==> src/rtl/mux4_arb_pkg.sv <==
// Shared constants, state encoding and helpers for the 4:1 mux select arbiter.
package mux4_arb_pkg;

    localparam int NUM_CH = 4;
    localparam int SEL_W  = 2;

    typedef enum logic {
        ST_IDLE  = 1'b0,
        ST_GRANT = 1'b1
    } arb_state_e;

    function automatic logic [NUM_CH-1:0] onehot4(input logic [SEL_W-1:0] s);
        return NUM_CH'(1) << s;
    endfunction

endpackage

==> src/rtl/mux4_rr_pick.sv <==
// Combinational requester pick: round-robin after ptr, or lowest index when
// MUX4_FIXED_PRIO_EN is defined.
module mux4_rr_pick
    import mux4_arb_pkg::*;
(
    input  logic [NUM_CH-1:0] req,
    input  logic [SEL_W-1:0]  ptr,
    output logic [SEL_W-1:0]  pick,
    output logic              any
);

`ifdef MUX4_FIXED_PRIO_EN
    always_comb begin
        pick = '0;
        any  = |req;
        // Descending scan so the lowest requesting index is the final winner.
        for (int i = NUM_CH - 1; i >= 0; i--) begin
            if (req[i]) pick = SEL_W'(i);
        end
    end
`else
    logic [SEL_W-1:0] idx;

    always_comb begin
        pick = ptr;
        any  = |req;
        idx  = '0;
        // Scan ptr+4 (== ptr, lowest priority) down to ptr+1 so ptr+1 wins last.
        for (int i = NUM_CH; i >= 1; i--) begin
            idx = ptr + SEL_W'(i);
            if (req[idx]) pick = idx;
        end
    end
`endif

endmodule

==> src/rtl/mux4_rr_sel_arbiter.sv <==
// Select generator for a 4:1 mux: round-robin grant with bounded bursts and a
// valid/ready qualified output. Optional MUX4_FIXED_PRIO_EN selects fixed priority.
module mux4_rr_sel_arbiter
    import mux4_arb_pkg::*;
#(
    parameter int BURST_LEN = 4,
    parameter int CNT_W     = 8
) (
    input  logic              clk,
    input  logic              rst,
    input  logic [NUM_CH-1:0] req,
    input  logic              ready,
    output logic [SEL_W-1:0]  sel,
    output logic [NUM_CH-1:0] gnt,
    output logic              valid,
    output logic              last
);

    arb_state_e        state_q, state_d;
    logic [SEL_W-1:0]  sel_q, sel_d;
    logic [SEL_W-1:0]  ptr_q, ptr_d;
    logic [NUM_CH-1:0] gnt_q, gnt_d;
    logic [CNT_W-1:0]  cnt_q, cnt_d;

    logic              busy, accept, rel, any;
    logic [SEL_W-1:0]  pick, pick_ptr;

    assign busy   = (state_q == ST_GRANT);
    assign valid  = busy & req[sel_q];
    assign accept = valid & ready;
    assign last   = valid & (cnt_q == CNT_W'(BURST_LEN - 1));
    assign rel    = busy & ((accept & last) | ~req[sel_q]);

    // On release ptr becomes sel_q at the edge; feed that value forward so the
    // back-to-back re-grant already sees the updated pointer.
    assign pick_ptr = busy ? sel_q : ptr_q;

    mux4_rr_pick u_pick (
        .req  (req),
        .ptr  (pick_ptr),
        .pick (pick),
        .any  (any)
    );

    always_comb begin
        state_d = state_q;
        sel_d   = sel_q;
        ptr_d   = ptr_q;
        gnt_d   = gnt_q;
        cnt_d   = cnt_q;
        unique case (state_q)
            ST_IDLE: begin
                if (any) begin
                    sel_d   = pick;
                    gnt_d   = onehot4(pick);
                    cnt_d   = '0;
                    state_d = ST_GRANT;
                end
            end
            ST_GRANT: begin
                if (rel) begin
                    ptr_d = sel_q;
                    if (any) begin
                        sel_d = pick;
                        gnt_d = onehot4(pick);
                        cnt_d = '0;
                    end else begin
                        state_d = ST_IDLE;
                        gnt_d   = '0;
                    end
                end else if (accept) begin
                    cnt_d = cnt_q + CNT_W'(1);
                end
            end
            default: state_d = ST_IDLE;
        endcase
    end

    always_ff @(posedge clk) begin
        if (rst) begin
            state_q <= ST_IDLE;
            sel_q   <= '0;
            ptr_q   <= SEL_W'(NUM_CH - 1);
            gnt_q   <= '0;
            cnt_q   <= '0;
        end else begin
            state_q <= state_d;
            sel_q   <= sel_d;
            ptr_q   <= ptr_d;
            gnt_q   <= gnt_d;
            cnt_q   <= cnt_d;
        end
    end

    assign sel = sel_q;
    assign gnt = gnt_q;

endmodule

==> config.mk <==
export PLATFORM = sky130hd
export DESIGN_NAME = mux4_rr_sel_arbiter
export DESIGN_NICKNAME = d
export VERILOG_FILES = /design/src/rtl/mux4_arb_pkg.sv /design/src/rtl/mux4_rr_pick.sv /design/src/rtl/mux4_rr_sel_arbiter.sv
export SDC_FILE = /design/constraint.sdc
export NUM_CORES = 1
export LEC_CHECK = 0
export CORE_UTILIZATION = 48
export DETAILED_ROUTE_END_ITERATION = 8
export MAX_ROUTING_LAYER = met4
export PLACE_DENSITY = 0.74
export REMOVE_ABC_BUFFERS = 1
export SLEW_MARGIN = 5
export SYNTH_ARGS = -nofsm -noshare
export SYNTH_HDL_FRONTEND = slang
export SYNTH_HIERARCHICAL = 1
export SYNTH_SLANG_ARGS = --single-unit
export TNS_END_PERCENT = 10
==> constraint.sdc <==
create_clock -name clk -period 2 [get_ports clk]
set_input_delay 0.2 -clock clk [delete_from_list [all_inputs] [get_ports clk]]
set_output_delay 0.2 -clock clk [all_outputs]
set_load 0.01 [all_outputs]
# Word level (Yosys, flattened, before mapping)
# Cells that the tools add are included.
# totals
register_bits	17
inputBits	7
output_inout_bits	8
elab_cells	55
# classes
addsub	4
n_lt_le_gt_ge	4
n_eq_ne	4
shift	1
mux	26
bitwise	8
reduce_logical	3
# ops
operator	count
$mux 8	3
$pmux 8 s2	1
$lt 2x3->1 const B	4
$mux 2	6
$mux 4	3
$add 8x1->8 const B	1
$bmux 1 s2	4
$eq 8x2->1 const B	1
$pmux 4 s2	1
$mux 1	6
$and 1x1->1	5
$add 2x2->2 const B	2
$pmux 2 s2	1
$reduce_and 2->1	2
$reduce_or 4->1	1
$shl 1x2->4 const A	1
$ne 3x1->1 const B	1
$add 2x1->2 const B	1
$ne 2x1->1 const B	1
$ne 2x2->1 const B	1
$not 1->1	2
$pmux 1 s2	1
$or 1x1->1	1

# Depth between registers and ports, before layout
# Gate-level depths: netlist of run 1.
# depth
word_depth	11
mapped_depth	8
depth_no_buf	8

# Modules after synthesis
# The synthesis of run 1 kept the hierarchy.
# by_module_without_submodules
module	instances	cells_per_inst	area_each_um2	seq_area_each_um2
mux4_rr_sel_arbiter	1	126	1056.0	340.3
mux4_rr_pick	1	14	72.6	0.0

# Worst setup path after synthesis of run 1
# Ideal clock, no wire load.
# synth_path
kind	register to register
start	register state_q (netlist: busy)
end	register gnt_q[2] (netlist: gnt[2])
setup_ns	0.074
arrival_time_ns	1.951
t_required_ns	1.926
setup_slack_ns	-0.025
stages_incl_launch_ff	9
n_path_buf	1
synth_period_minus_slack_ns	2.025
cell_sequence	dfxtp_1 clkbuf_1 mux2_2 inv_1 a31oi_1 a21oi_1 nand2_1 a2111o_1 o21ai_0
# synth_via
elab_chain_cells	11
elab_cells_between_ends	28
cone_classes	add/sub (3); eq/ne (2); shift (1); mux (14); bitwise (7); reduce/logical (1)
# synth_lines
item	line	text
start, declared	mux4_rr_sel_arbiter.sv:19	arb_state_e state_q, state_d;
start signal, assigned	mux4_rr_sel_arbiter.sv:87	state_q <= state_d;
$mux 2 *	mux4_rr_sel_arbiter.sv:36	assign pick_ptr = busy ? sel_q : ptr_q;
via pick_ptr[0]	mux4_rr_sel_arbiter.sv:26	logic [SEL_W-1:0] pick, pick_ptr;
$add 2x2->2	mux4_rr_pick.sv:30	idx = ptr + SEL_W'(i);
$bmux 1 s2	mux4_rr_pick.sv:31	if (req[idx]) pick = idx;
$mux 1 (implied by the code)	mux4_rr_pick.sv:31	
$mux 2 (2 in series)	mux4_rr_pick.sv:31	
$mux 2 *	mux4_rr_pick.sv:31	
via pick[1]	mux4_rr_sel_arbiter.sv:26	
$shl 1x2->4 *	mux4_arb_pkg.sv:13	return NUM_CH'(1) << s;
$mux 4	mux4_rr_sel_arbiter.sv:63	if (any) begin
$mux 4	mux4_rr_sel_arbiter.sv:61	if (rel) begin
$pmux 4 s2 *	mux4_rr_sel_arbiter.sv:51	unique case (state_q)
end signal, assigned	mux4_rr_sel_arbiter.sv:90	gnt_q <= gnt_d;
end, declared	mux4_rr_sel_arbiter.sv:22	logic [NUM_CH-1:0] gnt_q, gnt_d;
# Mark *: on every way through the listed nets, which the timed path passes. The rest lies on a longest branch. The select of a mux whose other input is x is not followed.
# A chain may end at the register's enable or synchronous reset.

# Worst setup path in the final report of run 1
# layout_path
start	register cnt_q[1]
end	register ptr_q[0]
# layout_via
elab_chain_cells	6
# layout_lines
item	line	text
start, declared	mux4_rr_sel_arbiter.sv:23	logic [CNT_W-1:0] cnt_q, cnt_d;
start signal, assigned	mux4_rr_sel_arbiter.sv:91	cnt_q <= cnt_d;
$eq 8x2->1	mux4_rr_sel_arbiter.sv:31	assign last = valid & (cnt_q == CNT_W'(BURST_LEN - 1));
$and 1x1->1	mux4_rr_sel_arbiter.sv:31	
$and 1x1->1	mux4_rr_sel_arbiter.sv:32	assign rel = busy & ((accept & last) | ~req[sel_q]);
$or 1x1->1	mux4_rr_sel_arbiter.sv:32	
$and 1x1->1	mux4_rr_sel_arbiter.sv:32	
$reduce_and 2->1 (no source line)	--	
end signal, assigned	mux4_rr_sel_arbiter.sv:83	ptr_q <= SEL_W'(NUM_CH - 1);
end signal, assigned	mux4_rr_sel_arbiter.sv:89	ptr_q <= ptr_d;
end, declared	mux4_rr_sel_arbiter.sv:21	logic [SEL_W-1:0] ptr_q, ptr_d;
# No other way between the ends.

==> results of run 1 <==
[metrics by stage]
| step | cells | worst slack [ns] | util (%) |
|---|---|---|---|
| 2_1_floorplan | 134 | 0.102 | - |
| 3_3_place_gp | 205 | -0.0896 | 67.4 |
| 3_5_place_dp | 205 | -0.116 | 67.4 |
| 4_1_cts | 212 | -0.0261 | 71.2 |
| 5_1_grt | 215 | -0.111 | 73.4 |
| 6_report | 215 | -0.0296 | 73.4 |
[cell usage after synthesis (2+ instances only)]
library cell	number	area, um2
mux2_2	3	33.8
a211oi_1	5	37.5
and3_1	2	12.5
a211o_1	2	17.5
a21oi_1	4	20.0
o31ai_1	3	22.5
o32ai_1	2	17.5
dfxtp_1	17	340
o2111ai_1	2	17.5
nand2_1	22	82.6
nor2_1	9	33.8
mux2i_1	5	50.1
clkbuf_1	4	15.0
or2_2	4	25.0
nor3_1	5	25.0
nand2b_1	3	18.8
o21ai_0	5	25.0
inv_1	7	26.3
a2111o_1	4	45.0
a31oi_1	2	12.5
and2_1	2	12.5
o2bb2ai_1	2	17.5
nand3_1	5	25.0
o221ai_1	2	17.5
[flip-flops by register name (all words and copies together) (netlist names)]
signal / cells
cnt_q: 8
sel: 2
gnt: 4
ptr_q: 2
busy: 1
[layout make-up]
| class | instances | area (um2) | share of cell area (%) |
|---|---|---|---|
| tap | 28 | 35.0 | 2.16 |
| sequential | 17 | 348 | 21.4 |
| clock inverter | 1 | 5.00 | 0.308 |
| timing repair buffer | 49 | 400 | 24.7 |
| multi-input combinational | 110 | 786 | 48.4 |
| clock buffer | 3 | 22.5 | 1.39 |
| inverter | 7 | 26.3 | 1.62 |
[repair_timing]
item                                    CTS  global route
endpoints found under the setup margin   12            10
hold buffers                              0             0
pin swaps                                 4             8
buffers inserted                          3             3
hold endpoints to repair                  0             0
gates resized for setup                  19             8
[worst register-to-register path: stages, from the launching register on]
cell      delay [ns]
dfxtp_2         0.36
ha_4            0.13
or4b_4          0.47
buf_6           0.14
o31a_1          0.36
buf_4           0.18
nand2b_1        0.17
mux2i_1         0.13
[cells in the final DEF (no fill, tap or decap), drive strengths merged, types with 7 or more instances in the layout]
cell type       n
nand2          22
clkdlybuf4s50  12
dfxtp          17
buf            36
nor2            9
inv             7
[worst max path at each step]
stage / start / endpoint / depth (start not counted)
detailed placement: cnt_q[0] / last / 5
finish: cnt_q[1] / ptr_q[0] / 7
CTS: cnt_q[0] / sel[1] / 7
global route: cnt_q[1] / gnt[3] / 7
floorplan: cnt_q[0] / gnt[2] / 5
global placement: cnt_q[0] / last / 5
[kinds of logic after synthesis]
family / after synthesis / share of synthesized area [%]
adders and majority gates: 1 / 1.11
AOI/OAI and AO/OA: 41 / 28.4
DFF: 17 / 30.2
buffers and inverters: 13 / 5.10
and+or+nand+nor: 59 / 25.8
muxes: 9 / 9.42
[power by group]
part	leakage, nW	internal, mW	switching, mW
Clock	0.0177	0.0744	0.118
Combinational	0.492	0.204	0.202
Sequential	0.140	0.368	0.0191
Total	0.650	0.646	0.339
[metal layers]
layer / vias to the layer above / global-route usage, % / part of all wire (%)
li1: 630 / - / -
met1: 617 / 31.7 / 41
met2: 33 / 50.0 / 54
met3: 4 / 4.55 / 3.6
met4: 0 / 11.6 / 1.1
met5: - / - / 0
==> summary.txt, run 1 <==
Status: finished with violations
Failing checks: setup timing
Root Buffer: clkbuf_4
CP cell instances: ha_4 > or4b_4 > buf_6 > o31a_1 > buf_4 > nand2b_1 > mux2i_1
Iteration-0 DRC count of the detailed router: 43
CP Capture Type: flip-flop
Die Y: 50.5 um
Total of max-cap violations: 0
Worst r2r src: cnt_q[1]
Crit path largest cell delay: 0.47 ns
Vias per cell: 5.97
Placer Congestion: 0.900
Final HPWL DP: 2.41 mm
Worst EP required: 2.20 ns
Fin nets: 196
Power Dens Cells: 607 nW/um2
#FFs+latches synth: 17
Clk_lat worst skew: 0.30 ns
Area Overhead vs Synth: 43.8%
DRT antenna net count: 0
Share of cells above drive strength 1: 34.2%
Placeable Area: 2210 um2
WL per Instance: 15.3 um
Largest net degree at the start of global routing: 14
Worst R2R Path Depth: 7
Fin crit period: 2.03 ns
CP Class: reg2reg
Post-placement cell area: 1490 um2
Initial antenna violation count: 0
Drt first pass iters: 4
Ys async rst share: 0%
Hold Path Depth: 2
Fill count: 167
Slew HR: 70.9%
Tightest Pin Transition: 0.433 ns
DIE AREA: 2550 um2
Reg-to-reg slack, setup: -0.03 ns
Total wire length: 3.28 mm
H-tree depth: 1
Sequential share of the synthesized area: 30.2%
Unique cell type count in the Yosys netlist: 43
CP max-delay cell: or4b_4
Leak pwr: 0.650 nW
RR Endpoint: ptr_q[0]
First-pass GRT wire length: 5.29 mm
I/O Buffers: 14
RSZ-0062 raised after global routing: true
Vias in the first global route: 1219
HP Start: gnt[2]
I/O pin cnt: 15
Clock slew at reported path FFs: 0.11 ns
Die X: 50.5 um
Synth Instances: 140
Worst Path Arrival: 2.23 ns
Hold slack: 0.452 ns
Mapped Avg Cell Area: 8.06 um2
Max-slew violations: 0
Clock Sinks: 17
Design area: 1620 um2
CTS max path bufs: 2
CTS Buf Count: 3
Hold Fails Final Rpt: 0
GRT overflow: 0
Kind of cell adding the most delay to the critical path: simple AND/OR/NAND/NOR gates
Startpoint Class: flip-flop
Buf+Inv Stages, Crit Path: 2
Cell area after synthesis: 1130 um2
Worst Skew: 0.0113 ns
Max rail drop VDD: 0.000494 V
Std-Cell Rows: 17
Final TNS setup: -0.104 ns
Initial Util: 51.0%
Ant. Diodes: 0
DR vias: 1284
CP Max Fanout: 6
Total global-route track usage: 28.4%
PnR worst setup slack: -0.0296 ns
Hold Crit Class: reg2reg
Tcrit/Tclk final: 101%
CTS tree: done
Max Clock Freq: 0.493 GHz
Total power: 0.985 mW
Synth warn: 6
Final setup fails: 6
Worst hold endpoint: gnt[2]
Main synth FF type: dfxtp_1
Post-route DRC: 0
Post-synth EDFFs: 0
No activity file was read; power rests on OpenSTA's default activity.
==> inputs of run 2 (changes only) <==
Clock period 2 ns to 1.63 ns, I/O delays scaled along.
==> summary.txt, run 2 (synthesis results as in run 1) <==
Status: finished with violations
Failing checks: setup timing
Share of cells above drive strength 1: 38.7% (+4.5 points)
CP Capture Type: flip-flop
Area Overhead vs Synth: 53.1%
Placeable Area: 2210 um2 (unchanged)
CTS Buf Count: 3 (unchanged)
Ant. Diodes: 0 (unchanged)
Clock slew at reported path FFs: 0.10 ns (about the same)
Leak pwr: 0.713 nW (+9.7%)
CP Max Fanout: 7 (+1)
Multi-input gate area: 803 um2 (+2.2%)
Drt first pass iters: 4 (unchanged)
Fill count: 145 (-13%)
CTS tree: done
Sequential Area: 348 um2 (unchanged)
Number of flip-flops in the largest register: 8 (unchanged)
Place WS: -0.476 ns (-0.360 ns)
Final HPWL DP: 2.43 mm (+0.66%)
RSZ-0062 raised after global routing: true
Root Buffer: clkbuf_4
CP Class: reg2reg
GRT overflow: 0 (unchanged)
Startpoint Class: flip-flop
Tightest Pin Transition: 0.448 ns (+0.0145 ns)
Initial antenna violation count: 0 (unchanged)
Largest net degree at the start of global routing: 10 (-4)
Slew HR: 70.1% (-0.87 points)
Total global-route track usage: 29.5% (+1.1 points)
Final setup fails: 14 (+8)
Worst Path Arrival: 2.15 ns (-0.08 ns)
Die X: 50.5 um (unchanged)
Final core utilization: 78.1% (+4.8 points)
Worst R2R Path Depth: 6 (-1)
PnR worst setup slack: -0.304 ns (-0.274 ns)
First-pass GRT wire length: 5.53 mm (+4.6%)
Kind of cell adding the most delay to the critical path: compound AO/OA/AOI/OAI gates
Worst EP required: 1.85 ns (-0.35 ns)
Layout Cells excl Fill: 227 (+5.6%)
Placer Congestion: 0.894 (-0.64%)
Max rail drop VDD: 0.000629 V (+27%)
Buf+Inv Stages, Crit Path: 1 (-1)
Iteration-0 DRC count of the detailed router: 30 (-30%)
DR vias: 1317 (+2.6%)
DRT antenna net count: 0 (unchanged)
Commonest non-fill, non-tap cell in the layout: buf_4
Std-Cell Rows: 17 (unchanged)
I/O pin cnt: 15 (unchanged)
Vias in the first global route: 1229 (+0.82%)
Commonest cells after routing, fill and taps aside: buf_4, nand2_1, dfxtp_1
Clock Sinks: 17 (unchanged)
Max Clock Freq: 0.517 GHz (+5.0%)
Hold Path Depth: 2 (unchanged)
Fin nets: 208 (+6.1%)
CTS max path bufs: 2 (unchanged)
Max-slew violations: 0 (unchanged)
Initial Util: 51.0% (unchanged)
Hold Fails Final Rpt: 0 (unchanged)
Total of max-cap violations: 0 (unchanged)
Post-route DRC: 0 (unchanged)
Hold Crit Class: reg2reg
Fin crit period: 1.93 ns (-0.0958 ns)
Most flops, register: cnt_q
Crit path largest cell delay: 0.47 ns (about the same)
DIE AREA: 2550 um2 (unchanged)
Worst Skew: 0.00354 ns (-0.00775 ns)
CP cell instances: ha_4 > or4b_4 > o31a_1 > a21boi_2 > buf_4 > mux2i_1
Total wire length: 3.35 mm (+2.2%)
Clk_lat worst skew: 0.30 ns (about the same)
CP max-delay cell: or4b_4
Total placed cells including tap cells: 220 (+7.3%)
Die Y: 50.5 um (unchanged)
Vias per cell: 5.80 (-2.9%)
WL per Instance: 14.8 um (-3.2%)
Worst path depth: 6 (-1)
H-tree depth: 1 (unchanged)
I/O Buffers: 14 (unchanged)
Hold slack: 0.470 ns (+0.0172 ns)
Power Dens Cells: 740 nW/um2 (+22%)
Tcrit/Tclk final: 119% (+17 points)
-- run 2: changes by cell type in the layout (fill, tap and decap cells not counted), moves of 2 or more --
| cell | before | now |
|---|---|---|
| buf_4 | 34 | 47 |
| mux2_4 | 0 | 2 |
| mux2_2 | 3 | 1 |
| nor3_1 | 5 | 3 |
-- run 2: report_power, final --
group,switching (mW),total [mW],leakage [nW],internal (mW)
Sequential,0.0267,0.478,0.140,0.451
Clock,0.140,0.235,0.0150,0.0954
Combinational,0.258,0.566,0.558,0.308
Total,0.425,1.28,0.713,0.854
-- run 2: path summary, 6_finish.rpt --
| path | start | end | slack, ns |
|---|---|---|---|
| setup / recovery | cnt_q[1] | sel[0] | -0.30 |
| hold / removal | gnt[3] | gnt[3] | 0.47 |
| setup reg to reg | cnt_q[1] | sel[0] | -0.30 |
| hold reg to reg | gnt[3] | gnt[3] | 0.47 |
-- run 2: final cells by class --
cell class,count,area share [%]
Clock buffer,4,1.52
Inverter,7,1.52
Timing Repair Buffer,61,28.3
Multi-Input combinational cell,110,46.5
Tap cell,28,2.03
Sequential cell,17,20.1
-- run 2: worst register-to-register path, stage by stage, from the launching register on --
cell	delay, ns
dfxtp_2	0.37
ha_4	0.13
or4b_4	0.47
o31a_1	0.36
a21boi_2	0.17
buf_4	0.15
mux2i_1	0.20
-- run 2: per-stage QoR --
stage / total power, mW / area (um2) / TNS (ns)
after CTS: 1.24 / 1700 / -3.01
after floorplan: 0.704 / 1100 / -2.64
after global routing: 1.34 / 1730 / -4.56
after global placement: 0.969 / 1600 / -4.51
final: 1.28 / 1730 / -3.08
after detailed placement: 0.981 / 1600 / -5.03
-- run 2: what timing repair did --
item,in CTS,in global routing
pin swaps,12,4
resized for setup,27,6
hold buffers,0,0
endpoints found under the setup margin,19,18
hold endpoints to repair,0,0
setup buffers,3,0
-- run 2: layer usage --
metal / part of all wire (%) / wire (um) / track usage (%) / vias to the layer above
li1: - / - / - / 650
met1: 44 / 1490 / 35.6 / 628
met2: 51 / 1710 / 50.4 / 33
met3: 3.9 / 132 / 5.76 / 6
met4: 0.69 / 23 / 6.94 / 0
met5: 0 / 0 / - / -
